[config.mk]
export PLATFORM = sky130hd
export DESIGN_NAME = puf_response_collector_flat
export DESIGN_NICKNAME = d
export VERILOG_FILES = /design/src/rtl/puf_pkg.sv /design/src/rtl/puf_response_collector_if.sv /design/src/rtl/puf_vote_counter.sv /design/src/rtl/puf_response_collector.sv /design/src/flat_wrapper.sv
export SDC_FILE = /design/constraint.sdc
export NUM_CORES = 1
export LEC_CHECK = 0
export CAP_MARGIN = 20
export CORE_MARGIN = 4
export CORE_UTILIZATION = 48
export CTS_CLUSTER_DIAMETER = 80
export DETAILED_ROUTE_END_ITERATION = 8
export GPL_ROUTABILITY_DRIVEN = 0
export PLACE_DENSITY = 0.85
export SETUP_SLACK_MARGIN = 0.1
export SYNTH_ARGS = -nofsm -noshare
export SYNTH_HDL_FRONTEND = slang
export SYNTH_SLANG_ARGS = --single-unit
[constraint.sdc]
create_clock -name clock -period 3.65 [get_ports clock]
set_clock_uncertainty 0.15 [all_clocks]
set_input_delay 0.5475 -clock clock [delete_from_list [all_inputs] [get_ports clock]]
set_output_delay 0.5475 -clock clock [all_outputs]
set_load 0.01 [all_outputs]
[src/rtl/puf_pkg.sv]
// Shared types and sizes for the PUF response collector.
package puf_pkg;

  localparam int unsigned ARB_W         = 8;
  localparam int unsigned CHAL_PER_WORD = 4;
  localparam int unsigned RESP_W        = 32;

  typedef enum logic [2:0] {
    StIdle,
    StRace,
    StSample,
    StRearm,
    StCommit,
    StDone
  } puf_state_e;

endpackage

[src/rtl/puf_response_collector_if.sv]
// Host-side request/response handshake of the PUF response collector.
interface puf_response_collector_if;
  import puf_pkg::*;

  logic              start;
  logic [ARB_W-1:0]  challenge_base;
  logic [RESP_W-1:0] resp_data;
  logic              resp_valid;
  logic              resp_ready;
  logic              busy;
  logic              unstable;

  modport master (
    output start, challenge_base, resp_ready,
    input  resp_data, resp_valid, busy, unstable
  );

  modport slave (
    input  start, challenge_base, resp_ready,
    output resp_data, resp_valid, busy, unstable
  );

endinterface

[src/rtl/puf_vote_counter.sv]
// Per-arbiter-bit vote counters with majority and unanimity outputs.
module puf_vote_counter
  import puf_pkg::*;
#(
  parameter int unsigned NUM_SAMPLES = 5
) (
  input  logic             clock,
  input  logic             reset,
  input  logic             clear,
  input  logic             accumulate,
  input  logic [ARB_W-1:0] sample_bits,
  output logic [ARB_W-1:0] majority,
  output logic             unanimous
);

  localparam int unsigned CNT_W = $clog2(NUM_SAMPLES + 1);

  logic [CNT_W-1:0] cnt_q [ARB_W];

  always_ff @(posedge clock or negedge reset) begin
    if (!reset) begin
      for (int i = 0; i < ARB_W; i++) cnt_q[i] <= '0;
    end else begin
      for (int i = 0; i < ARB_W; i++) begin
        if (clear) begin
          cnt_q[i] <= '0;
        end else if (accumulate && sample_bits[i] && (cnt_q[i] != CNT_W'(NUM_SAMPLES))) begin
          // Saturating guard: the FSM never issues more than NUM_SAMPLES accumulates.
          cnt_q[i] <= cnt_q[i] + 1'b1;
        end
      end
    end
  end

  always_comb begin
    majority  = '0;
    unanimous = 1'b1;
    for (int i = 0; i < ARB_W; i++) begin
      majority[i] = cnt_q[i] > CNT_W'(NUM_SAMPLES / 2);
      if ((cnt_q[i] != '0) && (cnt_q[i] != CNT_W'(NUM_SAMPLES))) unanimous = 1'b0;
    end
  end

endmodule

[src/rtl/puf_response_collector.sv]
// Races the PUF array over four consecutive challenges and packs a 32-bit response.
// Majority voting over NUM_SAMPLES races is enabled by PUF_MAJORITY_VOTE_EN.
module puf_response_collector
  import puf_pkg::*;
#(
  parameter int unsigned SETTLE_CYCLES = 4,
  parameter int unsigned NUM_SAMPLES   = 5
) (
  input  logic                    clock,
  input  logic                    reset,
  puf_response_collector_if.slave host,
  input  logic [ARB_W-1:0]        arb_in,
  output logic [RESP_W-1:0]       puf_enable,
  output logic [ARB_W-1:0]        puf_challenge
);

`ifdef PUF_MAJORITY_VOTE_EN
  localparam int unsigned EFF_SAMPLES = NUM_SAMPLES;
`else
  // Single race per challenge; NUM_SAMPLES only matters with voting enabled.
  localparam int unsigned EFF_SAMPLES = NUM_SAMPLES / NUM_SAMPLES;
`endif
  localparam int unsigned SET_W  = $clog2(SETTLE_CYCLES + 1);
  localparam int unsigned SMP_W  = $clog2(EFF_SAMPLES + 1);
  localparam int unsigned LANE_W = $clog2(CHAL_PER_WORD);

  puf_state_e        state_q, state_d;
  logic [SET_W-1:0]  settle_q, settle_d;
  logic [SMP_W-1:0]  smp_q, smp_d;
  logic [LANE_W-1:0] lane_q, lane_d;
  logic [ARB_W-1:0]  chal_q, chal_d;
  logic [RESP_W-1:0] resp_q, resp_d;
  logic              unstable_q, unstable_d;

`ifdef PUF_MAJORITY_VOTE_EN
  logic             vote_clear, vote_acc, vote_unan;
  logic [ARB_W-1:0] vote_major;

  puf_vote_counter #(
    .NUM_SAMPLES (NUM_SAMPLES)
  ) u_vote (
    .clock       (clock),
    .reset       (reset),
    .clear       (vote_clear),
    .accumulate  (vote_acc),
    .sample_bits (arb_in),
    .majority    (vote_major),
    .unanimous   (vote_unan)
  );
`endif

  always_ff @(posedge clock or negedge reset) begin
    if (!reset) begin
      state_q    <= StIdle;
      settle_q   <= '0;
      smp_q      <= '0;
      lane_q     <= '0;
      chal_q     <= '0;
      resp_q     <= '0;
      unstable_q <= 1'b0;
    end else begin
      state_q    <= state_d;
      settle_q   <= settle_d;
      smp_q      <= smp_d;
      lane_q     <= lane_d;
      chal_q     <= chal_d;
      resp_q     <= resp_d;
      unstable_q <= unstable_d;
    end
  end

  always_comb begin
    state_d    = state_q;
    settle_d   = settle_q;
    smp_d      = smp_q;
    lane_d     = lane_q;
    chal_d     = chal_q;
    resp_d     = resp_q;
    unstable_d = unstable_q;
`ifdef PUF_MAJORITY_VOTE_EN
    vote_clear = 1'b0;
    vote_acc   = 1'b0;
`endif
    unique case (state_q)
      StIdle: begin
        if (host.start) begin
          chal_d     = host.challenge_base;
          resp_d     = '0;
          unstable_d = 1'b0;
          lane_d     = '0;
          smp_d      = '0;
          settle_d   = '0;
`ifdef PUF_MAJORITY_VOTE_EN
          vote_clear = 1'b1;
`endif
          state_d    = StRace;
        end
      end
      StRace: begin
        if (settle_q == SET_W'(SETTLE_CYCLES - 1)) begin
          settle_d = '0;
          state_d  = StSample;
        end else begin
          settle_d = settle_q + 1'b1;
        end
      end
      StSample: begin
        smp_d = smp_q + 1'b1;
`ifdef PUF_MAJORITY_VOTE_EN
        vote_acc = 1'b1;
`else
        resp_d[lane_q*ARB_W +: ARB_W] = arb_in;
`endif
        state_d = StRearm;
      end
      StRearm: begin
        // Every race, including the last of a challenge, is disarmed before moving on.
        state_d = (smp_q == SMP_W'(EFF_SAMPLES)) ? StCommit : StRace;
      end
      StCommit: begin
`ifdef PUF_MAJORITY_VOTE_EN
        resp_d[lane_q*ARB_W +: ARB_W] = vote_major;
        if (!vote_unan) unstable_d = 1'b1;
        vote_clear = 1'b1;
`endif
        smp_d = '0;
        if (lane_q == LANE_W'(CHAL_PER_WORD - 1)) begin
          state_d = StDone;
        end else begin
          lane_d  = lane_q + 1'b1;
          chal_d  = chal_q + ARB_W'(1);
          state_d = StRace;
        end
      end
      StDone: begin
        if (host.resp_ready) state_d = StIdle;
      end
      default: state_d = StIdle;
    endcase
  end

  assign puf_enable      = (state_q == StRace) ? '1 : '0;
  assign puf_challenge   = chal_q;
  assign host.resp_data  = resp_q;
  assign host.resp_valid = (state_q == StDone);
  assign host.busy       = (state_q != StIdle);
  assign host.unstable   = unstable_q;

endmodule
[src/flat_wrapper.sv]
// flat-port wrapper written by rule: the top's interface ports become plain ports
module puf_response_collector_flat import puf_pkg::*;
#(
  parameter int unsigned SETTLE_CYCLES = 4,
  parameter int unsigned NUM_SAMPLES   = 5
)
  (clock, reset, arb_in, puf_enable, puf_challenge, host_start, host_challenge_base, host_resp_ready, host_resp_data, host_resp_valid, host_busy, host_unstable);
  puf_response_collector_if host_i ();
  input  logic clock;
  input  logic reset;
  input  logic [ARB_W-1:0] arb_in;
  output logic [RESP_W-1:0] puf_enable;
  output logic [ARB_W-1:0] puf_challenge;
  input wire logic [$bits(host_i.start)-1:0] host_start;
  input wire logic [$bits(host_i.challenge_base)-1:0] host_challenge_base;
  input wire logic [$bits(host_i.resp_ready)-1:0] host_resp_ready;
  output wire logic [$bits(host_i.resp_data)-1:0] host_resp_data;
  output wire logic [$bits(host_i.resp_valid)-1:0] host_resp_valid;
  output wire logic [$bits(host_i.busy)-1:0] host_busy;
  output wire logic [$bits(host_i.unstable)-1:0] host_unstable;
  assign host_i.start = host_start;
  assign host_i.challenge_base = host_challenge_base;
  assign host_i.resp_ready = host_resp_ready;
  assign host_resp_data = host_i.resp_data;
  assign host_resp_valid = host_i.resp_valid;
  assign host_busy = host_i.busy;
  assign host_unstable = host_i.unstable;
  puf_response_collector #(.SETTLE_CYCLES(SETTLE_CYCLES), .NUM_SAMPLES(NUM_SAMPLES)) u_core (.clock(clock), .reset(reset), .host(host_i), .arb_in(arb_in), .puf_enable(puf_enable), .puf_challenge(puf_challenge));
endmodule
---- Word level (Yosys, flattened, before mapping) ----
Cells that the tools add are included.
cells by class
  add/sub/neg operators ................... 5
  equal/unequal tests ..................... 11
  shift operators ......................... 2
  muxes and demuxes ....................... 21
  reductions and logical operators ........ 11
operator list
  cell                                                   number
  two-way mux 32 bit                                     2
  one-hot mux 32 bit (2 select lines)                    1
  negator 5 -> 34 bit                                    1
  variable shift 8 x 34 -> 32 bit, first input constant  1
  indexed part select 8 x 34 -> 32 bit                   1
  bitwise mux 32 bit                                     1
  two-way mux 3 bit                                      7
  one-hot mux 3 bit (6 select lines)                     1
  two-way mux 8 bit                                      2
  one-hot mux 8 bit (2 select lines)                     1
  == test 3 x 2 -> 1 bit, second input constant          3
  adder 8 x 1 -> 8 bit, second input constant            1
  == test 3 bit, second input constant                   2
  != test 2 bit, second input constant                   3
  one-hot mux 3 bit (2 select lines)                     1
  AND reduction 2 bit                                    3
  AND reduction 3 bit                                    2
  nonzero test 2 bit                                     3
  nonzero test 3 bit                                     2
  two-way mux 2 bit                                      2
  one-hot mux 2 bit (2 select lines)                     1
  adder 3 x 1 -> 3 bit, second input constant            1
  == test 3 x 1 -> 1 bit, second input constant          1
  zero test 3 bit                                        1
  6 further kinds                                        6
word-level totals
  register bits ........................... 49
  bits of input ports ..................... 20

---- Logic depth before layout (Yosys ltp) ----
Gate-level depths: netlist (run 1).
  word-level depth ........................ 4
  gate-level depth with buffers ........... 6
  mapped depth without buffers ............ 5

---- Worst setup path before layout (run 1) ----
Ideal clock, no wire load.
  path type ............................... reg2out
  from .................................... register u_core.state_q[1]
  to ...................................... output port puf_enable[10]
  arrival ................................. 1,676 ps
  required time ........................... 2,952 ps
  setup slack ............................. 1,276 ps
  stages on the path, launching flop included .. 5
  path through ............................ dfrtp_1 -> clkbuf_1 -> nor2_1 -> and2_1 -> buf_4
on the way
  cells in the longest elaborated chain, start to end .. 2
ends and longest elaborated chain
  item                    RTL line                       source
  start, declared         puf_response_collector.sv:27   puf_state_e state_q, state_d;
  start signal, assigned  puf_response_collector.sv:54   state_q <= StIdle;
  start signal, assigned  puf_response_collector.sv:62   state_q <= state_d;
  == test 3 x 1 -> 1 bit  puf_response_collector.sv:142  assign puf_enable = (state_q == StRace) ? '1 : '0;
  two-way mux 32 bit      puf_response_collector.sv:142
  end, declared           flat_wrapper.sv:12             output logic [RESP_W-1:0] puf_enable;
Every way passes these cells.

---- Worst setup path after layout (run 1) ----
  from .................................... register u_core.state_q[1]
  to ...................................... output port puf_enable[7]
Same word-level chain as after synthesis.

==> metrics, run 1 <==
Pwr Total 2710 uW; Rows 26; Reg clk slew, reported paths 90 ps; RSZ-0062 raised after global routing no; die area 6770 sq um; FF-to-FF End u_core.host.resp_data[23]; clk sinks 49; worst-case vdd ir drop 491 uV; top routing layer used met4; Worst EP required 2950 ps; Port Buffers 93; first-pass GRT wire length 10.0 mm; nets 323; Post-CTS Setup Bufs 0; Max Cap Viol 0; Die H 82.3 um; Fmax achieved 318 MHz; synth cell count leaders 49 x dfrtp_1, 33 x a22o_1, 33 x buf_4, 9 x nand2_1, 8 x ha_1; crit start category flip-flop; CTS Buffer Depth 2; Leakage Power 0.00152 uW; fraction of registers with async set/reset 1.00; Slew HR 0.446; Routed Antenna Nets 0; R2R Setup Slk 1380 ps; vias in the first global route 1913; TritonCTS clock tree yes; worst setup path endpoint puf_enable[7]; total grt overflow 0; Pins Over Slew Limit 0; CP max-delay cell and2_1; count leader, synth dfrtp_1; Setup WS post-layout 503 ps; Area growth, synth to finish 34.0%; clock root buffer clkbuf_8; initial antenna violation count 0; via count 2098; fillers 370; Vias/cell 5.73; WL met3 451 um; CP startpoint u_core.state_q[1]; top cell type by total area after synthesis dfrtp_1; pwr dens 763 nW/um^2; share of cells above drive strength 1 0.0777; HPWL after DPL 4.65 mm; Post-CTS Resized 0; pin count of the biggest net entering global routing 50; #FFs+latches synth 49; met2 wire len 3.23 mm; Routed WL 6.46 mm; register area 1230 sq um; crit path cell chain nor2_1 > and2_1 > clkdlybuf4s50_1; yosys warns 0; pre-CTS setup slack 824 ps; final hold slack 356 ps; Worst-Skew Late Latency 300 ps; multi-input logic area 1110 sq um; unique cell type count in the Yosys netlist 48; Reg2Reg Depth 3; io pins 95; Ant. Diodes 0; Worst path max stage delay 700 ps; number of synthesized flops with an enable pin 0; Top FF cell, synth dfrtp_1; Max Fanout on Critical Path 32; CTS Buf Count 5; Finish-stage setup viols 0; post-route minimum period 3150 ps; H-tree levels 2; Cell Area, Synth 2650 sq um; worst slew pin tran 831 ps; top cell family by delay on the critical path simple AND/OR/NAND/NOR gates; DRC viols 0; worst path arrival time 2450 ps; Synth Instances 232; total core area 5240 sq um; starting density of the core 0.506; outcome complete, no violations; Final Hold Vio Count 0; worst min path class flip-flop to flip-flop; buffer and inverter count on the worst path 1; Setup Total Neg Slack 0 ps; wire per inst 17.6 um; Seq/Total Area, Yosys 0.463; Yosys top cell area share 0.463; DRT Pass-1 Iters 4; Syn Nets 260; chip width 82.3 um; Detailed Route Iter0 Violations 156; ranking of synthesized cells by area dfrtp_1 46%, a22o_1 11%, buf_4 9.3%; crit end category primary output; reg-to-reg startpoint u_core.state_q[1]; Crit Path Category flip-flop to primary output; period utilisation layout 0.862; synthesized area per cell 11.4 sq um; Metal-1 WL 2.67 mm; WP depth 3; global router's overall resource usage 0.196
## how the worst min path moves through the flow
stage / start / to / slack (ps) / depth (start not counted)
floorplan: reset / u_core.host.resp_data[0] / 100 / 0
global placement: u_core.settle_q[2] / u_core.settle_q[2] / 320 / 1
detailed placement: u_core.host.resp_data[30] / u_core.host.resp_data[30] / 330 / 1
CTS: reset / u_core.host.resp_data[20] / 310 / 1
global route: u_core.host.resp_data[31] / u_core.host.resp_data[31] / 380 / 1
finish: u_core.host.resp_data[26] / u_core.host.resp_data[26] / 360 / 1
## sequential cells by signal, indices dropped and copies added, names as in the netlist
signal and count:
u_core.state_q 3, u_core.puf_challenge 8, u_core.settle_q 3, u_core.smp_q 1, u_core.host.resp_data 32, u_core.lane_q 2
## cell type report
type | instances | share of cell area
flip-flops and latches | 49 | 0.345
multi-input cells | 138 | 0.314
repair buffers | 97 | 0.273
well taps | 70 | 0.0247
clock buffers | 5 | 0.0194
clock inverters | 3 | 0.0194
inverters | 4 | 0.00423
## cell families (layout without fill, tap and decap cells)
| group | after synthesis | in the layout | synth area share |
|---|---|---|---|
| flip-flops | 49 | 49 | 0.463 |
| buffers and inverters | 45 | 109 | 0.117 |
| AO/OA/AOI/OAI | 67 | 67 | 0.203 |
| adder cells (fa/ha/maj) | 8 | 8 | 0.0378 |
| other | 1 | 1 | 0.00142 |
| AND/OR/NAND/NOR | 55 | 55 | 0.151 |
| multiplexers | 7 | 7 | 0.0279 |
## timing repair
action	4_1_cts	5_1_grt
endpoints found under the hold margin	0	7
setup endpoints to repair	0	0
hold buffers	0	1
## layout by cell type (no fill, tap or decap), types with 4 or more instances in the layout
master,count
a22o_1,33
dfrtp_1,49
clkbuf_8,5
mux2i_1,4
nor2_1,5
ha_1,8
clkdlybuf4s50_1,92
nand2_1,9
o211ai_1,4
inv_1,4
o21ai_1,4
a21oi_1,4
and2_1,6
a2bb2oi_1,5
nand2b_1,5
## through the flow
step / instances / area (sq um) / utilization
2_1_floorplan: 232 / 2650 / -
3_3_place_gp: 356 / 3380 / 0.646
3_5_place_dp: 356 / 3380 / 0.646
4_1_cts: 364 / 3520 / 0.672
5_1_grt: 366 / 3550 / 0.678
6_report: 366 / 3550 / 0.678
## layer usage
metal,vias up,global-route usage
met5,-,0
met4,0,0.0664
met3,7,0.0260
met2,86,0.335
met1,1043,0.255
li1,962,-
## where the power goes
part	switching, uW	internal (uW)
logic	633	815
clock network	188	276
registers	146	653
total	967	1740
Note: power is estimated with default switching activity, not from simulation.
==> run 2, diff against run 1 <==
--- a/config.mk
+++ b/config.mk
@@ -5,14 +5,16 @@
 export SDC_FILE = /design/constraint.sdc
 export NUM_CORES = 1
 export LEC_CHECK = 0
+export ABC_AREA = 1
 export CAP_MARGIN = 20
 export CORE_MARGIN = 4
-export CORE_UTILIZATION = 48
+export CORE_UTILIZATION = 49
 export CTS_CLUSTER_DIAMETER = 80
 export DETAILED_ROUTE_END_ITERATION = 8
 export GPL_ROUTABILITY_DRIVEN = 0
-export PLACE_DENSITY = 0.85
+export PLACE_DENSITY = 0.86
 export SETUP_SLACK_MARGIN = 0.1
 export SYNTH_ARGS = -nofsm -noshare
 export SYNTH_HDL_FRONTEND = slang
 export SYNTH_SLANG_ARGS = --single-unit
+export TNS_END_PERCENT = 50
==> run 2 against run 1 <==
Net effect:
- wire length decreased by 1.1%
- clock power is 15% lower
- highest routed layer unchanged
- count of clock-buffer cells in the layout grew 2
==> metrics, run 2 <==
DRC viols 0 (unchanged); final hold slack 328 ps (-28.3 ps); CTS Buf Count 5 (unchanged); Routed WL 6.39 mm (-1.1%); Vias/cell 5.07 (-11%); Worst-Skew Late Latency 300 ps (about the same); total core area 5470 sq um (+4.5%); clock root buffer clkbuf_8; pwr dens 691 nW/um^2 (-9.5%); DRT Pass-1 Iters 4 (unchanged); Post-Place Cells 469 (+32%); outcome complete, no violations; unique cell type count in the Yosys netlist 28 (-42%); Seq/Total Area, Yosys 0.446 (-0.0164); RSZ-0062 raised after global routing no; Detailed Route Iter0 Violations 181 (+16%); commonest non-fill, non-tap cell in the layout nand2_1; Final Hold Vio Count 0 (unchanged); count leader, synth nand2_1; most used routing layer met2; met3 Use GR 0.0675 (+0.0414); Reg clk slew, reported paths 90 ps (about the same); CTS Buffer Depth 2 (unchanged); synth cell count leaders 94 x nand2_1, 50 x nand3_1, 49 x dfrtp_1, 32 x buf_4, 31 x inv_1; Setup Total Neg Slack 0 ps (unchanged); Fmax achieved 355 MHz (+12%); io pins 95 (unchanged); H-tree levels 2 (unchanged); max reg flops 32 (unchanged); CP max-delay cell clkdlybuf4s50_1; vias in the first global route 2282 (+19%); sequential power share 0.316 (+0.021); wire per inst 13.3 um (-24%); top cell family by delay on the critical path buffers and inverters; #FFs+latches synth 49 (unchanged); CP most frequent cell inv_2; Top FF cell, synth dfrtp_1; Net Sw Frac 0.381 (+0.0246); Yosys top cell area share 0.446 (-0.0164); Comb power frac 0.526 (-0.008); global router's overall resource usage 0.186 (-0.00930); commonest cells after routing, fill and taps aside 94 x nand2_1, 92 x clkdlybuf4s50_1, 50 x nand3_1; number of synthesized flops with an enable pin 0 (unchanged); pin count of the biggest net entering global routing 50 (unchanged); worst min path class flip-flop to flip-flop; Leakage Power 0.00171 uW (+12%); fraction of registers with async set/reset 1.00 (unchanged); TritonCTS clock tree yes; synthesized area per cell 8.03 sq um (-30%); via count 2430 (+16%); share of cells above drive strength 1 0.0663 (-0.0114); fin cells 479 (+31%); Routed Antenna Nets 0 (unchanged); GR Util met1 0.236 (-0.0190); yosys warns 0 (unchanged); top cell type by total area after synthesis dfrtp_1; Max Cap Viol 0 (unchanged); period utilisation layout 0.771 (-0.0913); HPWL after DPL 4.78 mm (+2.9%); met2 GRT Util 0.302 (-0.0332); Syn Nets 370 (+42%); die area 6870 sq um (+1.4%); Area growth, synth to finish 31.8%; post-route minimum period 2810 ps (-333 ps); total grt overflow 0 (unchanged); Pins Over Slew Limit 0 (unchanged); ranking of synthesized cells by area dfrtp_1 45%, nand2_1 13%, nand3_1 9.1%; Die H 82.9 um (+0.70%); crit end category primary output; Rows 27 (+3.8%); Int Power 1550 uW (-11%); Worst path max stage delay 630 ps (-70 ps); clk sinks 49 (unchanged); initial antenna violation count 0 (unchanged); Ant. Diodes 0 (unchanged); Crit Path Category flip-flop to primary output; nets 434 (+34%); crit path cell chain inv_2 > nand3_1 > inv_2 > clkdlybuf4s50_1; Max Fanout on Critical Path 33 (+3.1%); chip width 82.9 um (+0.70%); Synth Instances 342 (+47%); Cell Area, Synth 2750 sq um (+3.7%); Port Buffers 93 (unchanged); Worst EP required 2950 ps (about the same); worst-case vdd ir drop 491 uV (about the same); first-pass GRT wire length 10.7 mm (+7.2%); Finish-stage setup viols 0 (unchanged); crit start category flip-flop; starting density of the core 0.502 (-0.00391); Clock power frac 0.158 (-0.013); net switching power 954 uW (-1.3%); buffer and inverter count on the worst path 3 (+2); Pwr Total 2500 uW (-7.7%); worst path arrival time 2120 ps (-330 ps)
## run 2: cell count changes after synthesis, sizes merged, moves of 4 or more
cell and delta:
a2bb2oi -5, nand2b -5, o21ai +18, nand2 +87
a22o -33, and2 -6, or2 +4, nor2 +14
nor4b -6, mux2i -4, nand3 +48, inv +33
## run 2: per-stage QoR
step	cell area (sq um)	utilization	worst slack (ps)
2_1_floorplan	2750	-	1710
3_3_place_gp	3480	0.635	1140
3_5_place_dp	3480	0.635	1080
4_1_cts	3590	0.656	816
5_1_grt	3620	0.662	668
6_report	3620	0.662	836
## run 2: worst paths after layout
path                                      startpoint                         to  slack (ps)  cells after the start
max in group asynchronous                      reset         u_core.settle_q[0]        2440                      3
max reg2reg                        u_core.state_q[0]    u_core.puf_challenge[3]        1380                      6
max                                u_core.state_q[2]             puf_enable[29]         840                      4
min                        u_core.host.resp_data[25]  u_core.host.resp_data[25]         330                      2
min reg2reg                u_core.host.resp_data[25]  u_core.host.resp_data[25]         330                      2
min in group asynchronous                      reset  u_core.host.resp_data[21]         450                      2
## run 2: cells by family (layout without fill, tap and decap cells)
family / after synthesis / after routing / synth area share
flops: 49 / 49 / 0.446
other cells: 1 / 1 / 0.00136
compound gates: 30 / 30 / 0.0583
simple gates: 178 / 178 / 0.299
buf+inv: 76 / 141 / 0.158
fa+ha+maj: 8 / 8 / 0.0364
## run 2: metal layers
metal | vias to the layer above | wire length [um]
met5 | - | 0
li1 | 1187 | -
met2 | 96 | 2960
met3 | 8 | 556
met1 | 1139 | 2810
met4 | 0 | 59
## run 2: worst min-delay path: cells and delay by family (launching register included)
family           cells  cell delay [ps]
DFF                  1              350
and+or+nand+nor      2              100
## run 2: timing repair
item,CTS,global route
setup buffers,0,0
hold endpoints to repair,0,6
hold buffers,0,1
resized for setup,0,0
## run 2: layout make-up
cell class | count | area, sq um
clock buffers | 7 | 86.3
fillers | 463 | 1850
inverters | 38 | 148
clock inverters | 1 | 30.0
repair buffers | 95 | 956
flip-flops and latches | 49 | 1230
well taps | 72 | 90.1
multi-input cells | 217 | 1090
## run 2: power groups by stage
stage	logic (uW)	registers [uW]	clock network, uW
finish	1310	791	396
global placement	1280	794	0
global route	1440	810	429
floorplan	866	810	0
detailed placement	1320	799	0
CTS	1320	790	397
==> run 3, diff against run 2 <==
--- a/config.mk
+++ b/config.mk
@@ -8,11 +8,11 @@
 export ABC_AREA = 1
 export CAP_MARGIN = 20
 export CORE_MARGIN = 4
-export CORE_UTILIZATION = 49
+export CORE_UTILIZATION = 46
 export CTS_CLUSTER_DIAMETER = 80
 export DETAILED_ROUTE_END_ITERATION = 8
 export GPL_ROUTABILITY_DRIVEN = 0
-export PLACE_DENSITY = 0.86
+export PLACE_DENSITY = 0.81
 export SETUP_SLACK_MARGIN = 0.1
 export SYNTH_ARGS = -nofsm -noshare
 export SYNTH_HDL_FRONTEND = slang
==> constraint.sdc (replaced) <==
create_clock -name clock -period 2.8 [get_ports clock]
set_clock_uncertainty 0.15 [all_clocks]
set_input_delay 0.42 -clock clock [delete_from_list [all_inputs] [get_ports clock]]
set_output_delay 0.42 -clock clock [all_outputs]
set_load 0.01 [all_outputs]
==> run 3 against run 2 <==
Net effect:
- global-route usage fell by 1.2 points
- core utilization down 2.4 points
- die area increased by 5.9%
- power increased by 26%
- wire length fell by 0.69%
- non-clock buffer count up 2
- first-iteration DRC count is 8.8% lower
- design area down 0.69%
- sequential share of layout area increased by 0.24 points
- final cell count up 0.42%
- largest cell class unchanged
==> metrics, run 3 (same netlist as run 2, synthesis figures left out) <==
post-route minimum period 2550 ps; Worst EP required 2230 ps (-720 ps); Pins Over Slew Limit 0 (unchanged); Finish-stage setup viols 0 (unchanged); Final Hold Vio Count 0 (unchanged); CTS Buffer Depth 2 (unchanged); TritonCTS clock tree yes; nets 436 (+0.46%); sequential power share 0.327 (+0.011); Max Fanout on Critical Path 33 (unchanged); worst path arrival time 1980 ps (-140 ps); wire per inst 13.2 um (-1.1%); reg-to-reg startpoint u_core.lane_q[0]; starting density of the core 0.487 (-0.0150); pin count of the biggest net entering global routing 34 (-32%); max reg flops 32 (unchanged); share of cells above drive strength 1 0.0733 (+0.00701); pwr dens 875 nW/um^2 (+27%); Comb power frac 0.547 (+0.021); Setup Total Neg Slack 0 ps (unchanged); period utilisation layout 0.912; Routed Antenna Nets 0 (unchanged); Crit Path Category flip-flop to primary output; Ant. Diodes 0 (unchanged); hold_sp u_core.host.resp_data[9]; outcome complete, no violations; crit start category flip-flop; Int Power 1910 uW (+23%); Fmax achieved 392 MHz; hold depth 2 (unchanged); clk sinks 49 (unchanged); commonest cells after routing, fill and taps aside 94 x nand2_1, 92 x clkdlybuf4s50_1, 50 x nand3_1; DRC viols 0 (unchanged); Routed WL 6.34 mm (-0.69%); finished layout cell area 3600 sq um (-0.69%); chip width 85.3 um (+2.9%); clock root buffer clkbuf_8; total grt overflow 0 (unchanged); die area 7270 sq um (+5.9%); RSZ-0062 raised after global routing no; Rows 27 (unchanged); total core area 5640 sq um (+3.1%); Vias/cell 4.97 (-2.1%); Worst Hold Path EP u_core.host.resp_data[9]; Leakage Power 0.00170 uW (-0.58%); Die H 85.3 um (+2.9%); Max Cap Viol 0 (unchanged); Slew HR 0.605; crit end category primary output; Post-Place Cell Area 3500 sq um (+0.65%); fin cells 481 (+0.42%); initial antenna violation count 0 (unchanged); HPWL after DPL 4.82 mm (+0.74%); Reg2Reg Depth 5 (-1); CTS Buf Count 5 (unchanged); Reg clk slew, reported paths 80 ps (about the same); worst min path class flip-flop to flip-flop; R2R Setup Slk 600 ps (-780 ps); Post-Place Cells 472 (+0.64%); Worst-Skew Late Latency 290 ps (about the same); Area growth, synth to finish 30.9%; vias in the first global route 2253 (-1.3%); worst slew pin tran 593 ps; Post-CTS Setup Bufs 0 (unchanged); io pins 95 (unchanged); FF-to-FF End u_core.host.resp_data[1]; H-tree levels 2 (unchanged); Net Sw Frac 0.395 (+0.0132); Port Buffers 93 (unchanged); DRT Pass-1 Iters 4 (unchanged); Clock power frac 0.126 (-0.032); via count 2389 (-1.7%); first-pass GRT wire length 10.6 mm (-1.5%); worst-case vdd ir drop 767 uV (+56%); fillers 483 (+4.3%); net switching power 1240 uW (+30%); global router's overall resource usage 0.175 (-0.0116); commonest non-fill, non-tap cell in the layout nand2_1; Detailed Route Iter0 Violations 165 (-8.8%)
## run 3: worst max path at each step
stage / start / end / slack (ps) / cells past startpoint
3_5_place_dp: u_core.state_q[2] / puf_enable[30] / 450 / 4
2_1_floorplan: u_core.lane_q[0] / u_core.host.resp_data[16] / 880 / 6
6_report: u_core.state_q[1] / puf_enable[30] / 250 / 4
3_3_place_gp: u_core.state_q[2] / puf_enable[0] / 550 / 4
5_1_grt: u_core.state_q[1] / puf_enable[9] / 110 / 4
4_1_cts: u_core.state_q[2] / puf_enable[30] / 120 / 4
## run 3: area by class of cell
type | instances | area, sq um | area share
tap | 72 | 90.1 | 0.0250
clock inverter | 3 | 17.5 | 0.00487
sequential | 49 | 1230 | 0.341
timing repair buffer | 97 | 958 | 0.266
multi-input combinational | 217 | 1090 | 0.302
clock buffer | 5 | 68.8 | 0.0191
inverter | 38 | 150 | 0.0417
## run 3: metrics by stage
stage	total power (uW)	hold WS [ps]	setup slack, ps	util
finish	3150	324	246	0.638
CTS	3170	331	124	0.637
detailed placement	2770	307	452	0.620
floorplan	2190	-25.6	876	-
global route	3370	352	106	0.638
global placement	2720	304	550	0.620
## run 3: power by group through the flow
stage	clock network (uW)	registers [uW]	logic, uW
2_1_floorplan	0	1060	1130
3_3_place_gp	0	1030	1690
3_5_place_dp	0	1040	1730
4_1_cts	408	1030	1740
5_1_grt	435	1050	1880
6_report	396	1030	1720
## run 3: layer usage
| metal | vias to the layer above | part of all wire | track usage |
|---|---|---|---|
| li1 | 1193 | - | - |
| met1 | 1118 | 0.45 | 0.226 |
| met2 | 74 | 0.48 | 0.297 |
| met3 | 4 | 0.068 | 0.0408 |
| met4 | 0 | 0.0066 | 0.0403 |
| met5 | - | 0 | 0 |
## run 3: what timing repair did
| action | in CTS | in global routing |
|---|---|---|
| hold endpoints to repair | 25 | 0 |
| gates resized for setup | 0 | 2 |
| endpoints found under the setup margin | 0 | 32 |
| hold buffers | 1 | 0 |
## run 3: worst max-delay path, stage by stage (launching register included)
cell,delay [ps]
dfrtp_1,470
inv_1,140
nand3_1,200
inv_4,280
clkdlybuf4s50_1,600
